### src/rtl/mac_acc_b.sv
// mac_acc_b: address-grouped signed fixed-point multiply-accumulate.
//
// Each enabled cycle, the block multiplies i_a by i_b and adds the product to a running sum. The
// sum keeps growing while i_addr stays the same. When the address changes, or a flush arrives on
// an idle cycle, the block closes the group. It emits the sum rescaled by FRAC bits and saturated
// to WIDTH bits, tagged with the address of the group.
//
// Ports:
//   clk      in   rising-edge clock
//   rst      in   asynchronous active-low reset
//   en       in   sample i_a, i_b, i_addr this cycle
//   i_addr   in   address of the current term
//   i_a      in   signed operand, Q(WIDTH-FRAC).FRAC
//   i_b      in   signed operand, Q(WIDTH-FRAC).FRAC
//   flush    in   close the open group (ignored while en=1)
//   o_valid  out  one-cycle pulse qualifying o_addr/o_data/o_count/o_sat
//   o_addr   out  address of the emitted group
//   o_data   out  rescaled, saturated group sum
//   o_count  out  number of terms in the group (wraps)
//   o_sat    out  o_data was clamped
//   o_busy   out  a group is open
module mac_acc_b #(
    parameter int unsigned WIDTH      = 16,
    parameter int unsigned FRAC       = 12,
    parameter int unsigned ACC_WIDTH  = 40,
    parameter int unsigned ADDR_WIDTH = 12,
    parameter int unsigned CNT_WIDTH  = 8
) (
    input  logic                  clk,
    input  logic                  rst,
    input  logic                  en,
    input  logic [ADDR_WIDTH-1:0] i_addr,
    input  logic [WIDTH-1:0]      i_a,
    input  logic [WIDTH-1:0]      i_b,
    input  logic                  flush,
    output logic                  o_valid,
    output logic [ADDR_WIDTH-1:0] o_addr,
    output logic [WIDTH-1:0]      o_data,
    output logic [CNT_WIDTH-1:0]  o_count,
    output logic                  o_sat,
    output logic                  o_busy
);

    localparam int unsigned PW = 2 * WIDTH;

    // Saturation bounds expressed at accumulator width so the comparison is exact.
    localparam logic signed [ACC_WIDTH-1:0] SAT_MAX =
        (ACC_WIDTH'(1) << (WIDTH - 1)) - ACC_WIDTH'(1);
    localparam logic signed [ACC_WIDTH-1:0] SAT_MIN = ~SAT_MAX;

    // Stage 1 registers
    logic                  v1;
    logic                  f1;
    logic [PW-1:0]         p1;
    logic [ADDR_WIDTH-1:0] a1;

    // Stage 2 state
    logic [ACC_WIDTH-1:0]  acc;
    logic [ADDR_WIDTH-1:0] cur;
    logic [CNT_WIDTH-1:0]  cnt;
    logic                  have;

    logic [PW-1:0]                prod;
    logic signed [ACC_WIDTH-1:0]  p1_ext;
    logic signed [ACC_WIDTH-1:0]  shifted;
    logic                         sat_hi;
    logic                         sat_lo;
    logic [WIDTH-1:0]             clamped;

    // Sign-extend both operands to the product width. An unsigned multiply then gives the
    // correct two's-complement product modulo 2^PW.
    always_comb begin
        prod = {{WIDTH{i_a[WIDTH-1]}}, i_a} * {{WIDTH{i_b[WIDTH-1]}}, i_b};
    end

    always_comb begin
        p1_ext  = ACC_WIDTH'($signed(p1));
        shifted = $signed(acc) >>> FRAC;
        sat_hi  = shifted > SAT_MAX;
        sat_lo  = shifted < SAT_MIN;
        if (sat_hi) begin
            clamped = {1'b0, {(WIDTH - 1){1'b1}}};
        end else if (sat_lo) begin
            clamped = {1'b1, {(WIDTH - 1){1'b0}}};
        end else begin
            clamped = shifted[WIDTH-1:0];
        end
    end

    // Stage 1: capture the term. A flush that arrives together with a term is dropped.
    always_ff @(posedge clk or negedge rst) begin
        if (!rst) begin
            v1 <= 1'b0;
            f1 <= 1'b0;
            p1 <= '0;
            a1 <= '0;
        end else begin
            v1 <= en;
            f1 <= flush & ~en;
            if (en) begin
                p1 <= prod;
                a1 <= i_addr;
            end
        end
    end

    // Stage 2: group the terms and emit. The emit paths read acc, cur and cnt before this edge
    // updates them, so a closing group is reported with its own totals.
    always_ff @(posedge clk or negedge rst) begin
        if (!rst) begin
            acc     <= '0;
            cur     <= '0;
            cnt     <= '0;
            have    <= 1'b0;
            o_valid <= 1'b0;
            o_addr  <= '0;
            o_data  <= '0;
            o_count <= '0;
            o_sat   <= 1'b0;
        end else begin
            o_valid <= 1'b0;
            if (v1) begin
                if (have && (a1 == cur)) begin
                    acc <= acc + p1_ext;
                    cnt <= cnt + CNT_WIDTH'(1);
                end else begin
                    if (have) begin
                        o_valid <= 1'b1;
                        o_addr  <= cur;
                        o_count <= cnt;
                        o_data  <= clamped;
                        o_sat   <= sat_hi | sat_lo;
                    end
                    acc  <= p1_ext;
                    cur  <= a1;
                    cnt  <= CNT_WIDTH'(1);
                    have <= 1'b1;
                end
            end else if (f1 && have) begin
                o_valid <= 1'b1;
                o_addr  <= cur;
                o_count <= cnt;
                o_data  <= clamped;
                o_sat   <= sat_hi | sat_lo;
                have    <= 1'b0;
                acc     <= '0;
                cnt     <= '0;
            end
        end
    end

    assign o_busy = have;

endmodule

### config.mk
export PLATFORM = sky130hd
export DESIGN_NAME = mac_acc_b
export DESIGN_NICKNAME = d
export VERILOG_FILES = /design/src/rtl/mac_acc_b.sv
export SDC_FILE = /design/constraint.sdc
export NUM_CORES = 1
export LEC_CHECK = 0
export BUFFER_PORTS_ARGS = -buffer_cell sky130_fd_sc_hd__buf_4
export CELL_PAD_IN_SITES_DETAIL_PLACEMENT = 1
export CELL_PAD_IN_SITES_GLOBAL_PLACEMENT = 2
export CORE_MARGIN = 1
export CORE_UTILIZATION = 42
export CTS_BUF_LIST = sky130_fd_sc_hd__clkbuf_4
export CTS_CLUSTER_SIZE = 28
export DETAILED_ROUTE_END_ITERATION = 6
export PLACE_DENSITY = 0.87
export SLEW_MARGIN = 30
export SYNTH_ARGS = -nofsm -noshare
export SYNTH_HDL_FRONTEND = slang
export SYNTH_SLANG_ARGS = --single-unit
### constraint.sdc
create_clock -name clk -period 4.3 [get_ports clk]
set_clock_uncertainty 0.15 [all_clocks]
set_input_delay 0 -clock clk [delete_from_list [all_inputs] [get_ports clk]]
set_output_delay 0 -clock clk [all_outputs]
set_load 0.02 [all_outputs]
== Word-level counts from Yosys, hierarchy flattened ==
Cells that the tools add are included.
Word-level totals
  register bits after elaboration: 145
  word-level logic and storage cells: 62
Cells by class
  equal/unequal tests: 3
  bitwise operators: 4
  reduce and logical (&&, ||, !) cells: 6
  multipliers: 1
  add/sub/neg operators: 2
  muxes and demuxes: 31
  $lt $le $gt $ge: 2
Operators with widths (count)
  $mux W40: 3
  $mux W16: 6
  $mux W8: 7
  $mux W12: 4
  $add A40 B40 Y40: 1
  $mul A16 B16 Y32: 1
  $gt A28 B16 Y1 const B: 1
  $lt A28 B16 Y1 const B: 1
  $eq A12 B12 Y1: 1
  $mux W1: 11
  $add A8 B1 Y8 const B: 1
  $reduce_and A2 Y1: 2
  $reduce_and A3 Y1: 1
  $logic_and A1 B1 Y1: 2
  $ne A2 B1 Y1 const B: 1
  $ne A2 B2 Y1 const B: 1
  $not A1 Y1: 2
  $reduce_bool A2 Y1: 1
  $and A1 B1 Y1: 1
  $or A1 B1 Y1: 1

== Longest topological paths before layout ==
  depth after elaboration: 6
  mapped depth: 25
  depth with buffers taken out: 24

== Worst setup path after synthesis ==
OpenSTA, ideal clock, no wires.
  path kind: input port to flip-flop
  start: in i_a[15]
  end: reg p1[29]
  arrival: 6243 ps
  stages: 24
  library setup time: 125 ps
  setup slack: -2218 ps
  required time: 4025 ps
  path through: clkbuf_1 -> nand2_1 -> inv_1 -> fa_1 -> inv_1 -> fa_1 -> inv_1 -> fa_1 -> fa_1 -> fa_1 -> inv_1 -> fa_1 -> inv_1 -> ha_1 -> buf_2 -> a21oi_2 -> o21bai_1 -> a21o_1 -> a2111oi_1 -> nor3_1 -> or4_4 -> a31oi_4 -> xnor2_1 -> mux2_4
Between the ends
  longest elaborated chain between the ends: 1
Ends and longest elaborated chain
  from (decl): line 33  | input logic [WIDTH-1:0] i_a,
  $mul A16 B16 Y32: line 73  | prod = {{WIDTH{i_a[WIDTH-1]}}, i_a} * {{WIDTH{i_b[WIDTH-1]}}, i_b};
  to (signal assigned): line 101  | p1 <= prod;
  to (decl): line 54  | logic [PW-1:0] p1;
Every way passes these cells.
A chain may end at the register's enable or synchronous reset.

== Worst setup path after layout ==
  start: in i_b[4]
  end: reg p1[29]
Between the ends
  longest elaborated chain between the ends: 1
Ends and longest elaborated chain
  from (decl): line 34  | input logic [WIDTH-1:0] i_b,
  $mul A16 B16 Y32: line 73
Every way passes these cells.

==> impl_metrics.tcl <==
set metrics [dict create \
    netlist_area_um2 18000 \
    grt_start_max_net_pins 78 \
    max_stage_delay_ns 0.58 \
    setup_viol 21 \
    layout-drive-gt1-share_pct 26.6 \
    post-route-period-util_pct 124 \
    clk_pin_slew_ns 0.14 \
    gp_congestion 0.860 \
    critPathMaxFanout 7 \
    violations "negative setup slack" \
    wire_per_inst_um 19.3 \
    outcome "finished, violations left" \
    worst_slew_pin_slew_ns 0.815 \
    io_pins 87 \
    crit_chain "buf_12 -> buf_8 -> buf_6 -> and2_4 -> fa_1 -> inv_2 -> fa_2 -> fa_2 -> inv_2 -> fa_1 -> fa_1 -> inv_2 -> fa_1 -> inv_2 -> ha_4 -> a21o_1 -> a21oi_2 -> o2111a_2 -> nor2_4 -> or4_4 -> a31oi_4 -> xnor2_1 -> mux2_4" \
    final_antenna_net_count 0 \
    syn_nets 2376 \
    n_fill_cell 4693 \
    holdWs_ns 0.0939 \
    rsz0062_at_grt "true" \
    drc 0 \
    synth.distinct_cells 70 \
    grt_pass1_wl_um 89900 \
    mostFrequentLayoutCells "308 x inv_1, 274 x buf_4, 246 x fa_1, 203 x nand2_1, 145 x dfrtp_1" \
    initial_utilization_pct 42.8 \
    reg2reg_to "acc[34]" \
    rows 75 \
    final_common_cell "inv_1" \
    cts_tree "built" \
    period_needed_ns 5.35 \
    synthCells 1943 \
    maxSlewHeadroom_pct 45.3 \
    root_buffer "clkbuf_4" \
    synth-edff-count 0 \
    grt_antenna_before_repair 1 \
    drv_cap 0 \
    yosys_warnings 0 \
    arrival_ns 5.74 \
    placed_area_um2 21100 \
    synth.ff_latch_count 145 \
    cts_buffers 17 \
    hp-start "i_a[2]" \
    max_freq_mhz 187 \
    crit_slowest_cell "fa_1" \
    gr-total-overflow 0 \
    wl_um 54300 \
    async_reset_ff_share_pct 100 \
    worst_setup_path_end_kind "flop" \
    hold_end "p1[2]" \
    final_area_um2 22800 \
    dr.pass1.iters 4 \
    criticalPathCategory "in -> reg" \
    die_w_um 209 \
    yosys_most_used_dff "dfrtp_1" \
    dieArea_um2 43800 \
    crit_path_start_kind "primary input" \
    groute.usage.overall_pct 26.2 \
    r2r-start "p1[0]" \
    avgSynthCellArea_um2 9.28 \
    area_growth_pct 26.2 \
    fp.dieH_um 209 \
    vias 14845 \
    io_buffers 86 \
    drv_slew 0 \
    nNetsFinal 2694 \
    clock_latency_ns 0.65 \
    core_area_um2 42100 \
    regToRegSetupSlack_ns 0.59 \
    cp.required_ns 4.69 \
    drt-initial-drc-count 601 \
    cts_num_sinks 145 \
    rr_worst_depth 12 \
    htreeDepth 4 \
    hold_path_class "in -> reg" \
    finalHoldViolCount 0 \
    dp.final_hpwl_um 41900 \
    clock_path_buffers 2 \
    setup_slack_ns -1.05 \
    ys_seq_area_share_pct 20.1 \
    grt_pass1_vias 17382 \
    whs_path_depth 6 \
    via_per_inst 5.28 \
]
area by class of cell:
cell class                 instances  area (um2)  share of cell area [%]
sequential                       145        3630                    15.9
multi-input combinational       1374       13600                    59.8
antenna                            1        2.50                  0.0110
tap                              539         674                    2.96
inverter                         351        1320                    5.80
clock buffer                      18         135                   0.594
clock inverter                    14         143                   0.627
timing repair buffer             372        3240                    14.2
metal layers:
| layer | track usage (%) | vias to the layer above | wire [um] |
|---|---|---|---|
| met1 | 31.8 | 7709 | 22800 |
| met3 | 3.22 | 86 | 1240 |
| met4 | 7.51 | 0 | 1240 |
| li1 | - | 6850 | - |
| met5 | 0 | - | 0 |
| met2 | 48.4 | 200 | 29000 |
logic make-up after synthesis:
logic type                 share of synthesized area, %
and+or+nand+nor                                    13.6
buffers and inverters                              8.84
adders and majority gates                          37.7
AOI/OAI and AO/OA                                  11.9
DFF                                                20.1
xor gates and xnor gates                           3.50
muxes                                              4.36
worst max-delay path: cells and delay by family:
kind | cells | cell delay, ns
xor gates and xnor gates | 1 | 0.07
adders and majority gates | 7 | 3.34
buffers and inverters | 7 | 0.55
muxes | 1 | 0.25
AOI/OAI and AO/OA | 4 | 0.76
and+or+nand+nor | 3 | 0.74
synth_stat cells, types with 3 or more instances:
cell | instances | area share [%]
xor2_1 | 20 | 0.97
nor4_1 | 6 | 0.21
mux2i_1 | 4 | 0.22
o21bai_1 | 11 | 0.46
a211oi_1 | 13 | 0.54
o31ai_1 | 8 | 0.33
a21oi_1 | 74 | 2.1
nand2b_1 | 12 | 0.42
a22o_1 | 16 | 0.78
xnor2_1 | 52 | 2.5
fa_1 | 263 | 29
ha_1 | 122 | 8.5
nand2_1 | 213 | 4.4
nand4_1 | 18 | 0.62
and2_1 | 126 | 4.4
nand3_1 | 20 | 0.56
o21a_1 | 13 | 0.54
o21ai_1 | 13 | 0.36
inv_1 | 350 | 7.3
nor2b_1 | 8 | 0.28
nor2_1 | 68 | 1.4
mux2_2 | 65 | 4.1
or3_1 | 6 | 0.21
o31a_1 | 3 | 0.15
nor3_1 | 14 | 0.39
clkbuf_1 | 69 | 1.4
o21ai_0 | 101 | 2.8
dfrtp_1 | 145 | 20
o2111ai_1 | 4 | 0.19
a31oi_1 | 8 | 0.28
a32oi_1 | 5 | 0.24
and3_1 | 8 | 0.28
a21o_1 | 34 | 1.4
a22oi_1 | 3 | 0.12
o211ai_1 | 7 | 0.29
repair_timing:
action	4_1_cts	5_1_grt
hold endpoints to repair	190	0
gates cloned	1	1
pin swaps	76	41
setup buffers	37	8
gates resized for setup	116	44
setup endpoints to repair	21	23
hold buffers	44	0
stage by stage:
stage | setup TNS [ns] | setup slack, ns | std cells | utilization (%)
3_3_place_gp | -27.17 | -1.77 | 2693 | 50.0
5_1_grt | -17.43 | -1.13 | 2814 | 54.0
6_report | -15.67 | -1.05 | 2814 | 54.0
4_1_cts | -11.92 | -0.999 | 2803 | 53.3
3_5_place_dp | -29.82 | -1.89 | 2693 | 50.0
2_1_floorplan | -15.75 | -1.78 | 1943 | -
state kept, by name, summed over array words and instances (netlist names), 8 cells and up:
name     count
acc         40
p1          32
o_data      16
a1          12
cur         12
o_addr      12
cnt          8
o_count      8
worst max-delay path by stage:
stage                     endpoint  slack [ns]  startpoint
after floorplan             p1[29]       -1.78      i_b[2]
after global placement      p1[29]       -1.77     i_a[15]
after detailed placement    p1[29]       -1.89     i_a[15]
after CTS                   p1[29]        -1.0     i_a[15]
after global routing        p1[27]       -1.13      i_b[4]
final                       p1[29]       -1.05      i_b[4]
Power is left out: the tool's default activity adds up to more than one toggle a clock period on the data nets, which glitch-free logic cannot reach.
